$ cat config.mk
export PLATFORM = sky130hd
export DESIGN_NAME = pc_fetch_sequencer_flat
export DESIGN_NICKNAME = d
export VERILOG_FILES = /design/src/rtl/pc_fetch_sequencer_if.sv /design/src/rtl/pc_fetch_sequencer.sv /design/src/flat_wrapper.sv
export SDC_FILE = /design/constraint.sdc
export NUM_CORES = 1
export LEC_CHECK = 0
export CAP_MARGIN = 30
export CORE_AREA = 2 2 106 149
export DETAILED_ROUTE_END_ITERATION = 10
export DIE_AREA = 0 0 108 151
export HOLD_SLACK_MARGIN = 0.06
export PLACE_DENSITY = 0.92
export REMOVE_ABC_BUFFERS = 1
export SLEW_MARGIN = 0
export SYNTH_ARGS = -nofsm -noshare
export SYNTH_HDL_FRONTEND = slang
export SYNTH_SLANG_ARGS = --single-unit
$ cat constraint.sdc
create_clock -name clk -period 2 [get_ports clk]
set_input_delay 0.2 -clock clk [delete_from_list [all_inputs] [get_ports clk]]
set_output_delay 0.2 -clock clk [all_outputs]
set_load 0.01 [all_outputs]
$ cat src/rtl/pc_fetch_sequencer_if.sv
// ---------------------------------------------------------------------------
// pc_fetch_sequencer_if
//   Bundles every non-clock/reset signal of the fetch sequencer.
//   master : the sequencer itself (drives PC, memory request, decode outputs)
//   slave  : the surrounding system (PC calc unit, instruction memory, decode)
//
//   PC calc  : pc_out -> ; <- pc_plus4, branch_pc, jmp_pc
//   Memory   : imem_req, imem_addr -> ; <- imem_ack, imem_rdata
//   Decode   : inst_valid, inst_out, inst_pc -> ;
//              <- inst_ready, take_branch, take_jump, halt
//   Status   : halted, fault, retire_cnt ->
// ---------------------------------------------------------------------------
interface pc_fetch_sequencer_if #(
    parameter int CNT_W = 32
);
    logic [31:0]      pc_out;
    logic [31:0]      pc_plus4;
    logic [31:0]      branch_pc;
    logic [31:0]      jmp_pc;
    logic             imem_req;
    logic [31:0]      imem_addr;
    logic             imem_ack;
    logic [31:0]      imem_rdata;
    logic             inst_valid;
    logic [31:0]      inst_out;
    logic [31:0]      inst_pc;
    logic             inst_ready;
    logic             take_branch;
    logic             take_jump;
    logic             halt;
    logic             halted;
    logic             fault;
    logic [CNT_W-1:0] retire_cnt;

    modport master (
        output pc_out, imem_req, imem_addr, inst_valid, inst_out, inst_pc,
               halted, fault, retire_cnt,
        input  pc_plus4, branch_pc, jmp_pc, imem_ack, imem_rdata,
               inst_ready, take_branch, take_jump, halt
    );

    modport slave (
        input  pc_out, imem_req, imem_addr, inst_valid, inst_out, inst_pc,
               halted, fault, retire_cnt,
        output pc_plus4, branch_pc, jmp_pc, imem_ack, imem_rdata,
               inst_ready, take_branch, take_jump, halt
    );
endinterface

$ cat src/rtl/pc_fetch_sequencer.sv
// ---------------------------------------------------------------------------
// pc_fetch_sequencer
//   Multi-cycle fetch controller owning the architectural PC. Each instruction
//   takes a REQ phase (memory req/ack) and a HOLD phase (decode valid/ready).
//   On the decode handshake the next PC is chosen (jump > branch > PC+4),
//   unless the instruction is a halt or the chosen PC is misaligned, in which
//   case the sequencer parks in HALTED until reset.
//
//   Ports:
//     clk   : rising-edge clock
//     rst_n : asynchronous active-low reset
//     bus   : pc_fetch_sequencer_if.master (PC calc, imem, decode, status)
// ---------------------------------------------------------------------------
module pc_fetch_sequencer #(
    parameter logic [31:0] RESET_PC = 32'h0000_0000,
    parameter int          CNT_W    = 32
) (
    input  logic                    clk,
    input  logic                    rst_n,
    pc_fetch_sequencer_if.master    bus
);

    typedef enum logic [1:0] {
        IDLE   = 2'd0,
        REQ    = 2'd1,
        HOLD   = 2'd2,
        HALTED = 2'd3
    } state_t;

    state_t           state;
    state_t           state_next;

    logic [31:0]      pc;
    logic [31:0]      inst_word;
    logic [31:0]      inst_addr;
    logic             halted_q;
    logic             fault_q;
    logic [CNT_W-1:0] retire_q;

    logic             ack_taken;
    logic             handshake;
    logic [31:0]      next_pc;
    logic             next_misaligned;

    // ack is only meaningful while a request is outstanding; stray acks
    // arriving in any other state are dropped here.
    assign ack_taken = (state == REQ) && bus.imem_ack;
    assign handshake = (state == HOLD) && bus.inst_ready;

    always_comb begin
        if (bus.take_jump) begin
            next_pc = bus.jmp_pc;
        end else if (bus.take_branch) begin
            next_pc = bus.branch_pc;
        end else begin
            next_pc = bus.pc_plus4;
        end
    end

    assign next_misaligned = (next_pc[1:0] != 2'b00);

    // State register
    always_ff @(posedge clk or negedge rst_n) begin
        if (!rst_n) begin
            state <= IDLE;
        end else begin
            state <= state_next;
        end
    end

    // Next-state logic
    always_comb begin
        state_next = state;
        case (state)
            IDLE: begin
                state_next = REQ;
            end
            REQ: begin
                if (bus.imem_ack) begin
                    state_next = HOLD;
                end
            end
            HOLD: begin
                if (bus.inst_ready) begin
                    // halt wins over the flags; a bad target also stops fetch
                    if (bus.halt || next_misaligned) begin
                        state_next = HALTED;
                    end else begin
                        state_next = REQ;
                    end
                end
            end
            HALTED: begin
                state_next = HALTED;
            end
            default: begin
                state_next = IDLE;
            end
        endcase
    end

    // Output decode: handshake strobes depend on state only, never on inputs
    always_comb begin
        bus.imem_req   = 1'b0;
        bus.inst_valid = 1'b0;
        case (state)
            REQ:     bus.imem_req   = 1'b1;
            HOLD:    bus.inst_valid = 1'b1;
            default: begin
                bus.imem_req   = 1'b0;
                bus.inst_valid = 1'b0;
            end
        endcase
    end

    // PC, captured instruction and status registers
    always_ff @(posedge clk or negedge rst_n) begin
        if (!rst_n) begin
            pc        <= RESET_PC;
            inst_word <= 32'h0;
            inst_addr <= 32'h0;
            halted_q  <= 1'b0;
            fault_q   <= 1'b0;
            retire_q  <= '0;
        end else begin
            if (ack_taken) begin
                inst_word <= bus.imem_rdata;
                inst_addr <= pc;
            end
            if (handshake) begin
                retire_q <= retire_q + {{(CNT_W-1){1'b0}}, 1'b1};
                if (bus.halt) begin
                    halted_q <= 1'b1;
                end else if (next_misaligned) begin
                    halted_q <= 1'b1;
                    fault_q  <= 1'b1;
                end else begin
                    pc <= next_pc;
                end
            end
        end
    end

    // imem_addr tracks the PC register directly so it is stable across a
    // whole REQ phase and equals RESET_PC while in reset.
    assign bus.pc_out     = pc;
    assign bus.imem_addr  = pc;
    assign bus.inst_out   = inst_word;
    assign bus.inst_pc    = inst_addr;
    assign bus.halted     = halted_q;
    assign bus.fault      = fault_q;
    assign bus.retire_cnt = retire_q;

endmodule

$ cat src/flat_wrapper.sv
// flat-port wrapper written by rule: the top's interface ports become plain ports
module pc_fetch_sequencer_flat 
#(
    parameter logic [31:0] RESET_PC = 32'h0000_0000,
    parameter int          CNT_W    = 32
)
  (clk, rst_n, bus_pc_out, bus_imem_req, bus_imem_addr, bus_inst_valid, bus_inst_out, bus_inst_pc, bus_halted, bus_fault, bus_retire_cnt, bus_pc_plus4, bus_branch_pc, bus_jmp_pc, bus_imem_ack, bus_imem_rdata, bus_inst_ready, bus_take_branch, bus_take_jump, bus_halt);
  pc_fetch_sequencer_if #(.CNT_W(CNT_W)) bus_i ();
  input  logic clk;
  input  logic rst_n;
  output wire logic [$bits(bus_i.pc_out)-1:0] bus_pc_out;
  output wire logic [$bits(bus_i.imem_req)-1:0] bus_imem_req;
  output wire logic [$bits(bus_i.imem_addr)-1:0] bus_imem_addr;
  output wire logic [$bits(bus_i.inst_valid)-1:0] bus_inst_valid;
  output wire logic [$bits(bus_i.inst_out)-1:0] bus_inst_out;
  output wire logic [$bits(bus_i.inst_pc)-1:0] bus_inst_pc;
  output wire logic [$bits(bus_i.halted)-1:0] bus_halted;
  output wire logic [$bits(bus_i.fault)-1:0] bus_fault;
  output wire logic [$bits(bus_i.retire_cnt)-1:0] bus_retire_cnt;
  input wire logic [$bits(bus_i.pc_plus4)-1:0] bus_pc_plus4;
  input wire logic [$bits(bus_i.branch_pc)-1:0] bus_branch_pc;
  input wire logic [$bits(bus_i.jmp_pc)-1:0] bus_jmp_pc;
  input wire logic [$bits(bus_i.imem_ack)-1:0] bus_imem_ack;
  input wire logic [$bits(bus_i.imem_rdata)-1:0] bus_imem_rdata;
  input wire logic [$bits(bus_i.inst_ready)-1:0] bus_inst_ready;
  input wire logic [$bits(bus_i.take_branch)-1:0] bus_take_branch;
  input wire logic [$bits(bus_i.take_jump)-1:0] bus_take_jump;
  input wire logic [$bits(bus_i.halt)-1:0] bus_halt;
  assign bus_pc_out = bus_i.pc_out;
  assign bus_imem_req = bus_i.imem_req;
  assign bus_imem_addr = bus_i.imem_addr;
  assign bus_inst_valid = bus_i.inst_valid;
  assign bus_inst_out = bus_i.inst_out;
  assign bus_inst_pc = bus_i.inst_pc;
  assign bus_halted = bus_i.halted;
  assign bus_fault = bus_i.fault;
  assign bus_retire_cnt = bus_i.retire_cnt;
  assign bus_i.pc_plus4 = bus_pc_plus4;
  assign bus_i.branch_pc = bus_branch_pc;
  assign bus_i.jmp_pc = bus_jmp_pc;
  assign bus_i.imem_ack = bus_imem_ack;
  assign bus_i.imem_rdata = bus_imem_rdata;
  assign bus_i.inst_ready = bus_inst_ready;
  assign bus_i.take_branch = bus_take_branch;
  assign bus_i.take_jump = bus_take_jump;
  assign bus_i.halt = bus_halt;
  pc_fetch_sequencer #(.RESET_PC(RESET_PC), .CNT_W(CNT_W)) u_core (.clk(clk), .rst_n(rst_n), .bus(bus_i));
endmodule
### Word-level counts from Yosys, hierarchy flattened

Index checks and enable logic that the tools add are counted.
Widths: inputs -> output; s select.

* mux-type cells: 10
* bitwise logic cells: 2
* reductions and logical operators: 10
* equality and inequality tests: 5
* add/subtract/negate cells: 1

Operators by type and width (count)
* $mux 32: 2
* $add 32x1->32 const B: 1
* $pmux 2 s4: 1
* $mux 2: 3
* $reduce_and 3->1: 2
* $eq 2x2->1 const B: 2
* $mux 1: 4
* $ne 2x2->1 const B: 2
* $reduce_and 2->1: 2
* $reduce_bool 2->1: 2
* $eq 2x1->1 const B: 1
* $logic_and 1x1->1: 2
* $logic_not 2->1: 1
* $not 1->1: 2
* $logic_or 1x1->1: 1

* bits of input ports: 135
* logic and storage cells: 35
* output and inout port bits: 164
* register bits: 132

### Logic depth before layout (Yosys ltp)

* word-level depth: 7
* depth in mapped cells: 7
* mapped depth without buffers: 6

### Worst setup path before layout

OpenSTA, ideal clock, no wires.

* path kind: reg2reg
* start: register u_core.retire_q[7] (netlist: u_core.bus.retire_cnt[7])
* end: register u_core.retire_q[25] (netlist: u_core.bus.retire_cnt[25])
* library setup time: 125 ps
* period minus slack after synthesis: 1663 ps
* required time: 1875 ps
* path slack: 337 ps
* stages on the path, launching flop included: 7
* data arrival time: 1538 ps
* cells stage by stage: dfrtp_1 -> and4_1 -> and4_1 -> and4_1 -> buf_2 -> nand4_1 -> xnor2_1

* cells in the longest elaborated chain, start to end: 1

Ends and longest elaborated chain
* start: declaration: RTL line pc_fetch_sequencer.sv:38 `logic [CNT_W-1:0] retire_q;`
* start signal: assignment: RTL line pc_fetch_sequencer.sv:131 `retire_q <= retire_q + {{(CNT_W-1){1'b0}}, 1'b1};`
* $add 32x1->32: RTL line pc_fetch_sequencer.sv:131

No other way between the ends.
A chain may end at the register's enable or synchronous reset.

### Worst setup path in the final report

* start: register u_core.state[1]
* end: output port bus_inst_valid

* cells in the longest elaborated chain, start to end: 2

Ends and longest elaborated chain
* start: declaration: RTL line pc_fetch_sequencer.sv:30 `state_t state;`
* start signal: assignment: RTL line pc_fetch_sequencer.sv:67 `state <= state_next;`
* $eq 2x2->1: RTL line pc_fetch_sequencer.sv:106 `case (state)`
* $mux 1: RTL line pc_fetch_sequencer.sv:106
* end: declaration: RTL line flat_wrapper.sv:14 `output wire logic [$bits(bus_i.inst_valid)-1:0] bus_inst_valid;`

No other way between the ends.

==> metrics.cfg <==
[outcome]
status=complete, no violations

[yosys]
synth_top_family_by_area=multiplexers
synth.area.mux_share=0.1681
syn_area_per_cell_um2=11.93
synth_edf_count=0
synth_compound_area_frac=0.07954
synthTopCellsByArea=dfrtp_1 54%, mux2_2 12%, mux2i_1 4.9%, o21ai_2 4.2%, buf_4 4.0%
ys_types=35
synthAdderAreaFrac=0.002061
synth_xor_area_frac=0.04471
synthCells=509
synth.cell_area_um2=6072
synth-main-ff-cell=dfrtp_1
synth-simple-area-share=0.09458
synth.top_cells.by_count=132 x dfrtp_1, 64 x mux2_2, 41 x nand2_1
synth_warnings=0
synth_top_area_frac=0.5440
ys_seq_area_frac=0.5440
ys_seq_elements=132
synth_top_area_cell=dfrtp_1
async_flop_share=1.000
synth.most_common_cell=dfrtp_1

[die]
coreArea_um2=14920
rows=53
die_w_um=108
dieArea_um2=16310
die_h_um=151
num_io_pins=299
start_util=0.4070

[global_routing]
grt_pass1_wl_mm=25.39
grt_start_max_net_pins=63
grt_usage=0.2049
antenna_found_initial=0
gr-total-overflow=0
grt_pass1_vias=4965

[pwr]
internal-power_w=0.005691
swShare=0.2521
powerDensity_nw_per_um2=785.4
p_leak_nw=4.288
p_comb_frac=0.185
clock_power_share=0.413
peakVddDrop_mv=0.4558
p_seq_frac=0.402
power_switching_w=0.001918

[detailed_routing]
finalWirelength_mm=16.53
avgViaCountPerCell=4.848
drt_iter0_markers=119
drc=0
dr_total_vias=4819
dr.pass1.iters=4
ant_nets=0
wire_per_inst_um=16.62

[timing]
min_period_ps=1840
timing.fmax_mhz=543.6
setup-tns-final_ps=0
slew_headroom=0.6929
holdWs_ps=242.8
hold_viol_final=0
fin_skew_ps=11.72
fin_crit_sh=0.9198
report.final.slew_viol_count=0
finalSetupViolCount=0
rsz0062_at_grt=no
worst_pin_slew_ps=460.7

[placed_design]
place.gp.congestion=0.8215
dp.cells=961
portBuffers=298
hpwl_mm=12.69

[cells_and_area]
nets=925
syn_to_final_growth_pct=59.57
fin_cells=994
multi_input_area_um2=2362
drive_gt1_frac=0.1870
fillCellCount=1142
register_area_um2=3303
insertedDiodeCount=0

[clock_tree]
cts_sinks=132
htree_levels=4
clk_pin_slew_ps=60
numCtsBuffers=17
cts_tree=yes
clock_path_buffers=2
clk_latency_ps=410
clockRootBuffer=clkbuf_16

[hold_path]
min_path_type=primary input to flop
min_to=u_core.bus.imem_addr[10]
min-delay-start=bus_take_jump
min_path_cells=3

[setup_path]
startpoint_type=flop
max_stage_delay_ps=600
cp_slowest_cell=clkdlybuf4s50_1
cp_max_fo=5
r2r-start=u_core.bus.retire_cnt[7]
worstPathRequired_ps=1800
path_cells=nor2b_1 > clkdlybuf4s50_1
crit_arrival_ps=1640
rr_worst_depth=5
r2r-end=u_core.bus.retire_cnt[29]
r2r_setup_slack_ps=250
endpoint_kind=output port
critPathKind=flop to output port

[run]
drv_cap=0

cell usage in the layout, fill, tap and decap left out, types with 2 or more instances in the layout:
cell type / synthesis / layout
a21oi_1: 31 / 31
a31oi_1: 2 / 2
and2_1: 3 / 3
and3_1: 8 / 8
and4_1: 3 / 3
buf_12: 0 / 3
buf_2: 10 / 2
buf_4: 32 / 16
bufinv_16: 0 / 2
clkbuf_16: 0 / 17
clkdlybuf4s50_1: 0 / 295
clkinv_4: 0 / 2
clkinvlp_4: 0 / 2
dfrtp_1: 132 / 132
inv_1: 4 / 4
inv_6: 0 / 7
mux2_2: 64 / 64
mux2i_1: 30 / 30
nand2_1: 41 / 41
nand3_1: 15 / 15
nand3b_1: 2 / 2
nand4_1: 8 / 8
nor2_1: 35 / 35
nor3_1: 2 / 2
o21ai_2: 29 / 29
xnor2_1: 27 / 27
xor2_1: 4 / 4
worst max-delay path, delay by kind of cell (launching register included):
family	cells	cell delay, ps
buffers and inverters	1	600
AND/OR/NAND/NOR	1	250
flip-flops	1	390
cell type report:
class | instances | area share
multi-input combinational | 316 | 0.2438
clock inverter | 14 | 0.01705
tap | 192 | 0.02479
sequential | 132 | 0.3409
clock buffer | 18 | 0.04533
timing repair buffer | 318 | 0.3266
inverter | 4 | 0.001550
logic make-up (layout without fill, tap and decap cells):
group           after synthesis  after routing
compound gates               68             68
xor+xnor                     31             31
fa+ha+maj                     1              1
buf+inv                      61            354
flops                       132            132
mux                          94             94
simple gates                122            122
power by group through the flow:
| stage | combinational [W] | clock, W | sequential (W) |
|---|---|---|---|
| after floorplan | 0.000306 | 0 | 0.00321 |
| final | 0.00141 | 0.00314 | 0.00306 |
| after global routing | 0.00152 | 0.00334 | 0.00309 |
| after global placement | 0.00139 | 0 | 0.00310 |
| after CTS | 0.00143 | 0.00320 | 0.00306 |
| after detailed placement | 0.00142 | 0 | 0.00311 |
through the flow:
| stage | setup slack (ps) | power (W) | utilization | instance area (um2) |
|---|---|---|---|---|
| 2_1_floorplan | -814.7 | 0.003514 | - | 5680 |
| 3_3_place_gp | 32.44 | 0.004488 | 0.6082 | 9075 |
| 3_5_place_dp | -10.90 | 0.004530 | 0.6082 | 9075 |
| 4_1_cts | 148.6 | 0.007687 | 0.6494 | 9689 |
| 5_1_grt | 84.73 | 0.007946 | 0.6494 | 9689 |
| 6_report | 160.3 | 0.007610 | 0.6494 | 9689 |
flip-flops by register name, summed over array words and instances, names as in the netlist:
| register | flops |
|---|---|
| u_core.bus.imem_addr | 32 |
| u_core.state | 2 |
| u_core.bus.fault | 1 |
| u_core.bus.retire_cnt | 32 |
| u_core.bus.inst_pc | 32 |
| u_core.bus.inst_out | 32 |
| u_core.bus.halted | 1 |
how the worst max path moves through the flow:
stage,start,cells past startpoint,endpoint
CTS,u_core.state[1],2,bus_inst_valid
floorplan,u_core.state[1],2,u_core.bus.inst_out[0]
finish,u_core.state[1],2,bus_inst_valid
global route,u_core.state[1],2,bus_inst_valid
detailed placement,bus_branch_pc[0],7,u_core.bus.imem_addr[25]
global placement,bus_branch_pc[0],7,u_core.bus.imem_addr[27]
metal layers:
layer | track usage | up-vias | wire length [um]
met2 | 0.3604 | 207 | 8561
met1 | 0.2422 | 2295 | 6458
met5 | 0 | - | 0
met4 | 0.08077 | 0 | 381
met3 | 0.04518 | 26 | 1123
li1 | - | 2291 | -
what timing repair did:
action,4_1_cts,5_1_grt
buffers inserted,0,0
endpoints found under the hold margin,45,0
hold buffers,1,0
gates resized for setup,0,0
Note: power is estimated with default switching activity, not from simulation.
